## config.mk

```make
export PLATFORM = sky130hd
export DESIGN_NAME = sig_source_flat
export DESIGN_NICKNAME = d
export VERILOG_FILES = /design/src/rtl/sig_source_pkg.sv /design/src/rtl/sig_source_if.sv /design/src/rtl/sig_source_tap_mux.sv /design/src/rtl/sig_source.sv /design/src/flat_wrapper.sv
export SDC_FILE = /design/constraint.sdc
export NUM_CORES = 1
export LEC_CHECK = 0
export CORE_UTILIZATION = 37
export DETAILED_ROUTE_END_ITERATION = 12
export GPL_ROUTABILITY_DRIVEN = 1
export PLACE_DENSITY_LB_ADDON = 0.12
export SYNTH_ARGS = -nofsm -noshare
export SYNTH_HDL_FRONTEND = slang
export SYNTH_HIERARCHICAL = 1
export SYNTH_SLANG_ARGS = --single-unit
```

## constraint.sdc

```tcl
create_clock -name clock -period 6.3 [get_ports clock]
set_clock_uncertainty 0.1 [all_clocks]
set_input_delay 0.63 -clock clock [delete_from_list [all_inputs] [get_ports clock]]
set_output_delay 0.63 -clock clock [all_outputs]
set_load 0.03 [all_outputs]
```

## src/rtl/sig_source_pkg.sv

```systemverilog
// Shared constants and table helpers for the sig_source antenna selector.
// Tables are packed vectors with entry k at [k*FIELD +: FIELD].
package sig_source_pkg;

  localparam int DEF_WIDTH = 12;
  localparam int DEF_SBITS = 4;
  localparam int DEF_XBITS = 3;
  localparam int DEF_MUX_N = 5;
  localparam int DEF_TRATE = 6;
  localparam int DEF_TBITS = 3;

  localparam logic [DEF_SBITS*DEF_MUX_N-1:0] DEF_ATAPS = {4'd1, 4'd5, 4'd7, 4'd8, 4'd11};
  localparam logic [DEF_SBITS*DEF_MUX_N-1:0] DEF_BTAPS = {4'd0, 4'd2, 4'd3, 4'd9, 4'd10};
  localparam logic [DEF_XBITS*DEF_TRATE-1:0] DEF_ASELS = {3'd0, 3'd1, 3'd2, 3'd3, 3'd4, 3'd0};
  localparam logic [DEF_XBITS*DEF_TRATE-1:0] DEF_BSELS = {3'd1, 3'd1, 3'd2, 3'd4, 3'd0, 3'd3};

  // Tables are passed zero-extended to 64 bits so one helper serves every table.
  function automatic logic [31:0] get_field(input logic [63:0] tbl, input int k, input int fbits);
    logic [31:0] mask;
    mask = (32'd1 << fbits) - 32'd1;
    return 32'(tbl >> (k * fbits)) & mask;
  endfunction

endpackage

```

## src/rtl/sig_source_if.sv

```systemverilog
// Beat-level bus between a sample producer/consumer and the sig_source selector.
interface sig_source_if
  import sig_source_pkg::*;
#(
  parameter int WIDTH = DEF_WIDTH,
  parameter int TBITS = DEF_TBITS
);
  logic             valid_i;
  logic             first_i;
  logic             last_i;
  logic [TBITS-1:0] taddr_i;
  logic [WIDTH-1:0] idata_i;
  logic [WIDTH-1:0] qdata_i;
  logic             valid_o;
  logic             first_o;
  logic             last_o;
  logic             ai_o;
  logic             aq_o;
  logic             bi_o;
  logic             bq_o;

  modport master (
    output valid_i, first_i, last_i, taddr_i, idata_i, qdata_i,
    input  valid_o, first_o, last_o, ai_o, aq_o, bi_o, bq_o
  );

  modport slave (
    input  valid_i, first_i, last_i, taddr_i, idata_i, qdata_i,
    output valid_o, first_o, last_o, ai_o, aq_o, bi_o, bq_o
  );
endinterface

```

## src/rtl/sig_source_tap_mux.sv

```systemverilog
// Slot -> mux select -> antenna lookup for one correlator port; purely combinational.
// Lookup arrays are padded to full index ranges so every index is in bounds.
module sig_tap_mux
  import sig_source_pkg::*;
#(
  parameter int WIDTH = DEF_WIDTH,
  parameter int SBITS = DEF_SBITS,
  parameter int XBITS = DEF_XBITS,
  parameter int MUX_N = DEF_MUX_N,
  parameter int TRATE = DEF_TRATE,
  parameter int TBITS = DEF_TBITS,
  parameter logic [XBITS*TRATE-1:0] SELS = DEF_ASELS,
  parameter logic [SBITS*MUX_N-1:0] TAPS = DEF_ATAPS
) (
  input  logic [TBITS-1:0] taddr_i,
  input  logic [WIDTH-1:0] idata_i,
  input  logic [WIDTH-1:0] qdata_i,
  output logic             i_o,
  output logic             q_o
);
  localparam int TSLOTS = 2 ** TBITS;
  localparam int XSLOTS = 2 ** XBITS;
  localparam int ANT    = 2 ** SBITS;

  logic [XBITS-1:0]  sel_lut_s [TSLOTS];
  logic [TSLOTS-1:0] sel_ok_s;
  logic [SBITS-1:0]  tap_lut_s [XSLOTS];
  logic [XSLOTS-1:0] tap_ok_s;
  logic [XBITS-1:0]  sel_s;
  logic [SBITS-1:0]  idx_s;
  logic [ANT-1:0]    iext_s;
  logic [ANT-1:0]    qext_s;

  for (genvar t = 0; t < TSLOTS; t++) begin : g_sel
    localparam int unsigned SEL = (t < TRATE) ? get_field(64'(SELS), t, XBITS) : 32'd0;
    assign sel_lut_s[t] = XBITS'(SEL);
    assign sel_ok_s[t]  = 1'((t < TRATE));
  end

  // Unused select codes and taps pointing past the array are flagged as misses.
  for (genvar k = 0; k < XSLOTS; k++) begin : g_tap
    localparam int unsigned TAP = (k < MUX_N) ? get_field(64'(TAPS), k, SBITS) : 32'd0;
    assign tap_lut_s[k] = SBITS'(TAP);
    assign tap_ok_s[k]  = 1'((k < MUX_N) && (TAP < WIDTH));
  end

  // Two-level table lookup; any out-of-range step forces both bits low.
  always_comb begin
    sel_s  = sel_lut_s[taddr_i];
    idx_s  = tap_lut_s[sel_s];
    iext_s = ANT'(idata_i);
    qext_s = ANT'(qdata_i);
    if (sel_ok_s[taddr_i] && tap_ok_s[sel_s]) begin
      i_o = iext_s[idx_s];
      q_o = qext_s[idx_s];
    end else begin
      i_o = 1'b0;
      q_o = 1'b0;
    end
  end
endmodule

```

## src/rtl/sig_source.sv

```systemverilog
// Per-beat A/B antenna selector feeding one correlator, one registered cycle of latency.
// Data outputs hold between beats; framing flags pulse with each accepted beat.
module sig_source
  import sig_source_pkg::*;
#(
  parameter int WIDTH = DEF_WIDTH,
  parameter int SBITS = DEF_SBITS,
  parameter int XBITS = DEF_XBITS,
  parameter int MUX_N = DEF_MUX_N,
  parameter int TRATE = DEF_TRATE,
  parameter int TBITS = DEF_TBITS,
  parameter logic [SBITS*MUX_N-1:0] ATAPS = DEF_ATAPS,
  parameter logic [SBITS*MUX_N-1:0] BTAPS = DEF_BTAPS,
  parameter logic [XBITS*TRATE-1:0] ASELS = DEF_ASELS,
  parameter logic [XBITS*TRATE-1:0] BSELS = DEF_BSELS
) (
  input logic clock,
  input logic reset,
  sig_source_if.slave bus
);
  if (WIDTH > 2 ** SBITS) begin : g_err_width
    $error("sig_source: WIDTH does not fit in SBITS");
  end
  if (MUX_N > 2 ** XBITS) begin : g_err_mux
    $error("sig_source: MUX_N does not fit in XBITS");
  end
  if (TRATE > 2 ** TBITS) begin : g_err_trate
    $error("sig_source: TRATE does not fit in TBITS");
  end

  logic a_i_s, a_q_s, b_i_s, b_q_s;
  logic valid_d, first_d, last_d, ai_d, aq_d, bi_d, bq_d;
  logic valid_q, first_q, last_q, ai_q, aq_q, bi_q, bq_q;

  sig_tap_mux #(
    .WIDTH(WIDTH), .SBITS(SBITS), .XBITS(XBITS), .MUX_N(MUX_N),
    .TRATE(TRATE), .TBITS(TBITS), .SELS(ASELS), .TAPS(ATAPS)
  ) u_a_mux (
    .taddr_i(bus.taddr_i), .idata_i(bus.idata_i), .qdata_i(bus.qdata_i),
    .i_o(a_i_s), .q_o(a_q_s)
  );

  sig_tap_mux #(
    .WIDTH(WIDTH), .SBITS(SBITS), .XBITS(XBITS), .MUX_N(MUX_N),
    .TRATE(TRATE), .TBITS(TBITS), .SELS(BSELS), .TAPS(BTAPS)
  ) u_b_mux (
    .taddr_i(bus.taddr_i), .idata_i(bus.idata_i), .qdata_i(bus.qdata_i),
    .i_o(b_i_s), .q_o(b_q_s)
  );

  // Next-state: framing follows valid_i; data captured on beats, held otherwise.
  always_comb begin
    valid_d = bus.valid_i;
    first_d = bus.valid_i & bus.first_i;
    last_d  = bus.valid_i & bus.last_i;
    if (bus.valid_i) begin
      ai_d = a_i_s;
      aq_d = a_q_s;
      bi_d = b_i_s;
      bq_d = b_q_s;
    end else begin
      ai_d = ai_q;
      aq_d = aq_q;
      bi_d = bi_q;
      bq_d = bq_q;
    end
  end

  // Output registers; reset wins over a coincident beat.
  always_ff @(posedge clock) begin
    if (reset) begin
      valid_q <= 1'b0;
      first_q <= 1'b0;
      last_q  <= 1'b0;
      ai_q    <= 1'b0;
      aq_q    <= 1'b0;
      bi_q    <= 1'b0;
      bq_q    <= 1'b0;
    end else begin
      valid_q <= valid_d;
      first_q <= first_d;
      last_q  <= last_d;
      ai_q    <= ai_d;
      aq_q    <= aq_d;
      bi_q    <= bi_d;
      bq_q    <= bq_d;
    end
  end

  assign bus.valid_o = valid_q;
  assign bus.first_o = first_q;
  assign bus.last_o  = last_q;
  assign bus.ai_o    = ai_q;
  assign bus.aq_o    = aq_q;
  assign bus.bi_o    = bi_q;
  assign bus.bq_o    = bq_q;
endmodule

```

## src/flat_wrapper.sv

```systemverilog
// flat-port wrapper written by rule: the top's interface ports become plain ports
module sig_source_flat import sig_source_pkg::*;
#(
  parameter int WIDTH = DEF_WIDTH,
  parameter int SBITS = DEF_SBITS,
  parameter int XBITS = DEF_XBITS,
  parameter int MUX_N = DEF_MUX_N,
  parameter int TRATE = DEF_TRATE,
  parameter int TBITS = DEF_TBITS,
  parameter logic [SBITS*MUX_N-1:0] ATAPS = DEF_ATAPS,
  parameter logic [SBITS*MUX_N-1:0] BTAPS = DEF_BTAPS,
  parameter logic [XBITS*TRATE-1:0] ASELS = DEF_ASELS,
  parameter logic [XBITS*TRATE-1:0] BSELS = DEF_BSELS
)
  (clock, reset, bus_valid_i, bus_first_i, bus_last_i, bus_taddr_i, bus_idata_i, bus_qdata_i, bus_valid_o, bus_first_o, bus_last_o, bus_ai_o, bus_aq_o, bus_bi_o, bus_bq_o);
  sig_source_if #(.WIDTH(WIDTH), .TBITS(TBITS)) bus_i ();
  input logic clock;
  input logic reset;
  input wire logic [$bits(bus_i.valid_i)-1:0] bus_valid_i;
  input wire logic [$bits(bus_i.first_i)-1:0] bus_first_i;
  input wire logic [$bits(bus_i.last_i)-1:0] bus_last_i;
  input wire logic [$bits(bus_i.taddr_i)-1:0] bus_taddr_i;
  input wire logic [$bits(bus_i.idata_i)-1:0] bus_idata_i;
  input wire logic [$bits(bus_i.qdata_i)-1:0] bus_qdata_i;
  output wire logic [$bits(bus_i.valid_o)-1:0] bus_valid_o;
  output wire logic [$bits(bus_i.first_o)-1:0] bus_first_o;
  output wire logic [$bits(bus_i.last_o)-1:0] bus_last_o;
  output wire logic [$bits(bus_i.ai_o)-1:0] bus_ai_o;
  output wire logic [$bits(bus_i.aq_o)-1:0] bus_aq_o;
  output wire logic [$bits(bus_i.bi_o)-1:0] bus_bi_o;
  output wire logic [$bits(bus_i.bq_o)-1:0] bus_bq_o;
  assign bus_i.valid_i = bus_valid_i;
  assign bus_i.first_i = bus_first_i;
  assign bus_i.last_i = bus_last_i;
  assign bus_i.taddr_i = bus_taddr_i;
  assign bus_i.idata_i = bus_idata_i;
  assign bus_i.qdata_i = bus_qdata_i;
  assign bus_valid_o = bus_i.valid_o;
  assign bus_first_o = bus_i.first_o;
  assign bus_last_o = bus_i.last_o;
  assign bus_ai_o = bus_i.ai_o;
  assign bus_aq_o = bus_i.aq_o;
  assign bus_bi_o = bus_i.bi_o;
  assign bus_bq_o = bus_i.bq_o;
  sig_source #(.WIDTH(WIDTH), .SBITS(SBITS), .XBITS(XBITS), .MUX_N(MUX_N), .TRATE(TRATE), .TBITS(TBITS), .ATAPS(ATAPS), .BTAPS(BTAPS), .ASELS(ASELS), .BSELS(BSELS)) u_core (.clock(clock), .reset(reset), .bus(bus_i));
endmodule
```

==> flow_summary.ini, run 1 <==
[clock_tree]
cts_max_level = 1
cts_tree = yes
cts_setup_buffers = 0
cts.sinks = 7
post_cts_resized = 0
clk_root_buffer_cell = clkbuf_4
cts_buffer_depth = 2
worstSkewPairLatency_ns = 0.25
cts_buffers = 3
path_clk_slew_ns = 0.05
postCtsHoldBufs = 0

[power_and_ir_drop]
ir_drop_mv = 0.152
p_total_uw = 148
cellPowerDensity_nw_per_um2 = 160
p_leak_nw = 0.396

[synthesis]
syn_area_um2 = 567
synth_area_per_cell_um2 = 10.1
synth_nets = 91
synth_cell_types = 21
synth_top_cell_by_area = dfxtp_1
ys_seq_area_share_pct = 24.7
ys_ff_latch = 7
synth_area_leaders = dfxtp_1, mux2i_1, mux4_1, ha_1, a221oi_1
netlist.area_leader.share_pct = 24.7
postSynthCellCount = 56
ys_warn_count = 6

[floorplan]
rows = 13
core_area_um2 = 1370
start_util_pct = 41.5
die_w_um = 41.1
die-area_um2 = 1690
die_h_um = 41.1
ios = 39

[layout]
diodes = 0
drive_above_1_share_pct = 12.0
final_common_cell = clkdlybuf4s50_1
layout.cells.non_filler = 107
final_nets = 128
final_cell_mix = clkdlybuf4s50_1, dfxtp_1, mux2i_1, inv_1
areaGrowthSynthToFinish_pct = 64.0

[drt]
wl_per_cell_um = 12.1
drc_errors = 0
vias_per_cell = 5.13
first_iter_violations = 2
num_vias = 549
ant_nets = 0
first_pass_iters = 2
drt-total-wl_um = 1300

[grt]
track_usage_pct = 16.9
grt_antenna_before_repair = 0
grt_pass1_wl_um = 1790
grt_pass1_vias = 478
grt_max_degree = 9
grt_overflow_total = 0

[worst_setup_path]
endpoint_kind = flip-flop
worstPathRequired_ns = 6.33
startpoint_type = input port
critPathKind = input port to flip-flop
cp_max_fo = 8
rr_worst_depth = 2
arrival_ns = 3.31

[run_status]
status = finished, final reports clean

[placed_design]
dp.cells = 103
globalplace.congestion = 0.770
dpl.hpwl_um = 1080
port_buffers = 34
dp_worst_setup_slack_ns = 2.75

[timing]
finalCritPeriodShare_pct = 52.0
grt_setup_unrepaired = no
fin_crit_ns = 3.28
slew_headroom_pct = 78.7
fmax_mhz = 305
totalNegativeSetupSlack_ns = 0
drv_slew = 0
setup_violations = 0
hold_viol = 0
worstMarginPinSlew_ns = 0.318
layout_setup_ws_ns = 3.02
hold_ws_ns = 0.393

[job]
drv_cap = 0

[worst_hold_path]
holdPathStages = 2
holdCritPathClass = flip-flop to flip-flop
-- synth_stat cells --
| cell | instances |
|---|---|
| or2_2 | 1 |
| a21o_1 | 1 |
| dfxtp_1 | 7 |
| a21oi_2 | 1 |
| and2b_1 | 1 |
| a21oi_1 | 2 |
| mux4_1 | 2 |
| nor3_1 | 2 |
| a221oi_1 | 4 |
| nor2_1 | 4 |
| buf_6 | 2 |
| mux2i_1 | 6 |
| mux2_1 | 1 |
| o31ai_1 | 3 |
| mux2_4 | 2 |
| inv_1 | 5 |
| and2_1 | 2 |
| nor2b_4 | 1 |
| ha_1 | 3 |
| mux2_2 | 3 |
| nand2_1 | 3 |
-- cell type report --
cell class	instances	area, um^2
Tap cell	15	18.8
Fill cell	120	437
Timing Repair Buffer	34	340
Multi-Input combinational cell	42	385
Inverter	5	18.8
Clock buffer	4	26.3
Sequential cell	7	140
-- routing by layer --
metal / global-route usage, % / wire length (um) / vias up
met4: 7.26 / 0 / 0
met3: 7.07 / 145 / 0
met5: 0 / 0 / -
met1: 17.0 / 548 / 242
li1: - / - / 280
met2: 30.1 / 602 / 27
-- kinds of logic after synthesis --
| kind of cell | Yosys count | share of synthesized area [%] |
|---|---|---|
| DFF | 7 | 24.7 |
| AOI/OAI and AO/OA | 11 | 14.8 |
| muxes | 14 | 33.1 |
| adders and majority gates | 3 | 6.62 |
| and+or+nand+nor | 14 | 13.5 |
| buffers and inverters | 7 | 7.28 |
-- final timing paths --
path | start | end | slack (ns)
worst max-delay path | bus_taddr_i[1] | u_core/bus.bi_o | 3.02
worst min-delay path | u_core/bus.bq_o | u_core/bus.bq_o | 0.39
worst max register to register | u_core/bus.ai_o | u_core/bus.ai_o | 5.59
worst min register to register | u_core/bus.bq_o | u_core/bus.bq_o | 0.39
-- critical path: stages --
cell             delay [ns]
clkdlybuf4s50_1        0.65
inv_1                  0.08
ha_1                   0.31
or2_2                  0.28
ha_1                   0.44
mux2_4                 0.33
a221oi_1               0.30
nor3_1                 0.08
mux2i_1                0.15
nor2_1                 0.05
-- registers in the layout, indices dropped and copies added (netlist names) --
| signal | count |
|---|---|
| u_core/bus.ai_o | 1 |
| u_core/bus.aq_o | 1 |
| u_core/bus.bi_o | 1 |
| u_core/bus.bq_o | 1 |
| u_core/bus.first_o | 1 |
| u_core/bus.last_o | 1 |
| u_core/bus.valid_o | 1 |
-- where the power goes --
group / leakage, nW / total, mW / switching [mW] / internal [mW]
registers: 0.0576 / 0.0482 / 0.00108 / 0.0471
logic: 0.324 / 0.0603 / 0.0239 / 0.0364
clock network: 0.0150 / 0.0398 / 0.0157 / 0.0241
-- per-stage QoR --
step / utilization [%] / area (um^2)
finish: 68.0 / 930
global route: 68.0 / 930
CTS: 68.0 / 930
detailed placement: 66.1 / 903
global placement: 66.1 / 903
floorplan: - / 567
Note: power is estimated with default switching activity, not from simulation.
==> run 2: changes to the inputs <==
--- a/config.mk
+++ b/config.mk
@@ -5,7 +5,7 @@
 export SDC_FILE = /design/constraint.sdc
 export NUM_CORES = 1
 export LEC_CHECK = 0
-export CORE_UTILIZATION = 37
+export CORE_UTILIZATION = 34
 export DETAILED_ROUTE_END_ITERATION = 12
 export GPL_ROUTABILITY_DRIVEN = 1
 export PLACE_DENSITY_LB_ADDON = 0.12
==> constraint.sdc (replaced) <==
create_clock -name clock -period 3.1 [get_ports clock]
set_clock_uncertainty 0.1 [all_clocks]
set_input_delay 0.31 -clock clock [delete_from_list [all_inputs] [get_ports clock]]
set_output_delay 0.31 -clock clock [all_outputs]
set_load 0.03 [all_outputs]
==> flow_summary.ini, run 2 (synthesized netlist as in run 1, its figures left out) <==
[run_status]
status = finished, final reports clean

[floorplan]
die-area_um2 = 1830
core_area_um2 = 1520
die_w_um = 42.8
ios = 39
die_h_um = 42.8
start_util_pct = 37.2
rows = 14

[worst_hold_path]
min-delay-start = u_core/bus.ai_o
holdCritPathClass = flip-flop to flip-flop

[drt]
num_vias = 548
drc_errors = 0
ant_nets = 0
drt-total-wl_um = 1300
vias_per_cell = 4.98
first_iter_violations = 0
wl_per_cell_um = 11.8
first_pass_iters = 1

[clock_tree]
cts_buffer_depth = 2
worstSkewPairLatency_ns = 0.24
cts_setup_buffers = 0
cts_buffers = 3
cts.sinks = 7
path_clk_slew_ns = 0.05
post_cts_resized = 0
cts_max_level = 1
postCtsHoldBufs = 0
clk_root_buffer_cell = clkbuf_4
cts_tree = yes

[grt]
grt_pass1_vias = 530
grt_max_degree = 9
grt_pass1_wl_um = 2180
track_usage_pct = 15.3
grt_overflow_total = 0
grt_antenna_before_repair = 0

[layout]
fillerInstances = 137
final_common_cell = clkdlybuf4s50_1
diodes = 0
areaGrowthSynthToFinish_pct = 66.9
final_cell_mix = clkdlybuf4s50_1, dfxtp_1, mux2i_1, inv_1
design_area_um2 = 946
post-route-util_pct = 62.1
final_nets = 130
drive_above_1_share_pct = 13.8

[worst_setup_path]
startpoint_type = input port
worstPathRequired_ns = 3.13
endpoint_kind = flip-flop
path_cells = clkdlybuf4s50_1 -> inv_1 -> ha_1 -> or2_2 -> ha_1 -> mux2_4 -> a221oi_1 -> nor3_1 -> mux2i_1 -> nor2_1
cp_num_buf_inv = 2
slowest_stage = clkdlybuf4s50_1
cp_slowest_stage_delay_ns = 0.50
cp_top_family = adder cells
cp_max_fo = 6
arrival_ns = 2.82
critPathKind = input port to flip-flop
cp_common_cell = ha_1
startpoint = bus_taddr_i[0]
r2r_start = u_core/bus.bq_o

[power_and_ir_drop]
p_leak_nw = 0.406
p_total_uw = 301
cellPowerDensity_nw_per_um2 = 319
ir_drop_mv = 0.264

[placed_design]
port_buffers = 34
placed_area_um2 = 920
globalplace.congestion = 0.739
dpl.hpwl_um = 1090

[timing]
finalCritPeriodShare_pct = 90.1
fmax_mhz = 358
totalNegativeSetupSlack_ns = 0
slew_headroom_pct = 76.6
setup_violations = 0
drv_slew = 0
hold_viol = 0
worstMarginPinSlew_ns = 0.348
grt_setup_unrepaired = no
fin_crit_ns = 2.79

[job]
drv_cap = 0
==> run 2: where the power goes <==
part           switching (mW)  internal [mW]  total [mW]
Sequential            0.00228         0.0958      0.0981
Combinational          0.0495         0.0754       0.125
Clock                  0.0296         0.0489      0.0785
Total                  0.0814          0.220       0.301
==> run 2: per-layer routing <==
layer	track usage (%)	part of all wire, %
met3	2.98	5.9
met5	0	0
met4	7.50	0
met2	25.8	48
met1	18.2	46
==> run 2: layout make-up <==
| type | instances | area (um^2) | area share [%] |
|---|---|---|---|
| clock buffer | 4 | 26.3 | 2.78 |
| inverter | 5 | 18.8 | 1.98 |
| tap | 16 | 20.0 | 2.12 |
| sequential | 7 | 140 | 14.8 |
| multi-input combinational | 42 | 385 | 40.7 |
| timing repair buffer | 36 | 355 | 37.6 |
==> run 2: final timing paths <==
path,endpoint,slack (ns),cells past startpoint
setup reg to reg,u_core/bus.bq_o,2.39,2
hold / removal,u_core/bus.ai_o,0.39,2
hold reg to reg,u_core/bus.ai_o,0.39,2
setup / recovery,u_core/bus.bi_o,0.31,10
==> run 2: per-stage QoR <==
stage	setup slack, ns	hold WS [ns]	cells
final	0.306	0.390	110
after global routing	0.149	0.430	110
after CTS	0.303	0.396	110
after floorplan	0.729	0.279	56
after detailed placement	0.0406	0.385	106
after global placement	0.0407	0.378	106
==> run 2: worst reg2reg max path: stages (launching register included) <==
cell and delay (ns):
dfxtp_1 0.31, mux2i_1 0.13, nor2_1 0.05
==> run 3: changes to the inputs <==
--- a/config.mk
+++ b/config.mk
@@ -9,6 +9,7 @@
 export DETAILED_ROUTE_END_ITERATION = 12
 export GPL_ROUTABILITY_DRIVEN = 1
 export PLACE_DENSITY_LB_ADDON = 0.12
+export REMOVE_ABC_BUFFERS = 1
 export SYNTH_ARGS = -nofsm -noshare
 export SYNTH_HDL_FRONTEND = slang
 export SYNTH_HIERARCHICAL = 1
==> flow_summary.ini, run 3 (synthesized netlist as in run 1, its figures left out) <==
[run_status]
status = finished, final reports clean

[worst_setup_path]
crit_cells = 10
r2r_slack_ns = 2.37
cp_top_family = adder cells
slowest_stage = clkdlybuf4s50_1
cp_common_cell = ha_1
startpoint_type = input port
cp_num_buf_inv = 2
cp_slowest_stage_delay_ns = 0.49
path_cells = clkdlybuf4s50_1 -> inv_1 -> ha_1 -> or2_2 -> ha_1 -> mux2_2 -> a221oi_1 -> nor3_1 -> mux2i_1 -> nor2_1
rr_worst_depth = 2
critPathKind = input port to flip-flop
arrival_ns = 2.86
worstPathRequired_ns = 3.13
cp_max_fo = 6
endpoint_kind = flip-flop

[placed_design]
dpl.hpwl_um = 1160
dp.cells = 106
port_buffers = 34
globalplace.congestion = 0.704
placed_area_um2 = 920

[worst_hold_path]
holdCritPathClass = flip-flop to flip-flop
holdPathStages = 2

[clock_tree]
cts_setup_buffers = 0
cts_max_level = 1
worstSkewPairLatency_ns = 0.25
cts_buffer_depth = 2
cts_buffers = 3
cts_tree = yes
postCtsHoldBufs = 0
post_cts_resized = 0
cts.sinks = 7
clk_root_buffer_cell = clkbuf_4
path_clk_slew_ns = 0.05

[grt]
grt_antenna_before_repair = 0
track_usage_pct = 15.8
grt_pass1_vias = 525
grt_max_degree = 9
grt_overflow_total = 0
grt_pass1_wl_um = 2190

[floorplan]
die_h_um = 42.8
ios = 39
die-area_um2 = 1830
rows = 14
start_util_pct = 37.2
core_area_um2 = 1520
die_w_um = 42.8

[drt]
drt-total-wl_um = 1390
first_iter_violations = 8
wl_per_cell_um = 12.6
drc_errors = 0
vias_per_cell = 4.97
first_pass_iters = 4
num_vias = 547
ant_nets = 0

[layout]
design_area_um2 = 946
drive_above_1_share_pct = 13.8
layout.cells.non_filler = 110
diodes = 0
final_cell_mix = clkdlybuf4s50_1, dfxtp_1, mux2i_1, inv_1
final_nets = 130
final_common_cell = clkdlybuf4s50_1
areaGrowthSynthToFinish_pct = 66.9

[power_and_ir_drop]
cellPowerDensity_nw_per_um2 = 322
p_leak_nw = 0.406
ir_drop_mv = 0.266

[timing]
drv_slew = 0
worstMarginPinSlew_ns = 0.311
fmax_mhz = 354
finalCritPeriodShare_pct = 91.0
setup_violations = 0
totalNegativeSetupSlack_ns = 0
fin_crit_ns = 2.82
grt_setup_unrepaired = no
hold_viol = 0
slew_headroom_pct = 79.2

[job]
drv_cap = 0
[run 3: cell counts in the layout (fill, tap and decap cells not counted)]
Identical to the previous run, type by type.
[run 3: path summary, 6_finish.rpt]
| path | start | to |
|---|---|---|
| min | u_core/bus.bi_o | u_core/bus.bi_o |
| min reg2reg | u_core/bus.bi_o | u_core/bus.bi_o |
| max reg2reg | u_core/bus.aq_o | u_core/bus.aq_o |
| max | bus_taddr_i[0] | u_core/bus.bi_o |
[run 3: metrics by stage]
| stage | power (mW) | hold slack [ns] | setup WS [ns] | utilization, % |
|---|---|---|---|---|
| after detailed placement | 0.226 | 0.390 | 0.0196 | 60.3 |
| final | 0.305 | 0.406 | 0.278 | 62.1 |
| after global placement | 0.225 | 0.379 | 0.0366 | 60.3 |
| after CTS | 0.310 | 0.415 | 0.272 | 62.1 |
| after floorplan | 0.165 | 0.279 | 0.724 | - |
| after global routing | 0.321 | 0.460 | 0.115 | 62.1 |
[run 3: layout make-up]
type | count | area, um^2
fillers | 149 | 578
multi-input cells | 42 | 385
repair buffers | 36 | 355
flip-flops and latches | 7 | 140
clock buffers | 4 | 26.3
well taps | 16 | 20.0
inverters | 5 | 18.8
[run 3: per-layer routing]
layer / vias to the layer above / part of all wire (%) / track usage, %
li1: 289 / - / -
met1: 242 / 40 / 16.9
met2: 16 / 52 / 29.1
met3: 0 / 7.1 / 4.26
met4: 0 / 0 / 5.63
met5: - / 0 / 0
[run 3: power breakdown]
part           internal, mW  switching [mW]
clock network        0.0490          0.0314
registers            0.0958         0.00243
logic                0.0756          0.0503
total                 0.220          0.0842
[run 3: worst min-delay path: stages, from the launching register on]
cell and delay, ns:
dfxtp_1 0.32, mux2i_1 0.07, nor2_1 0.08
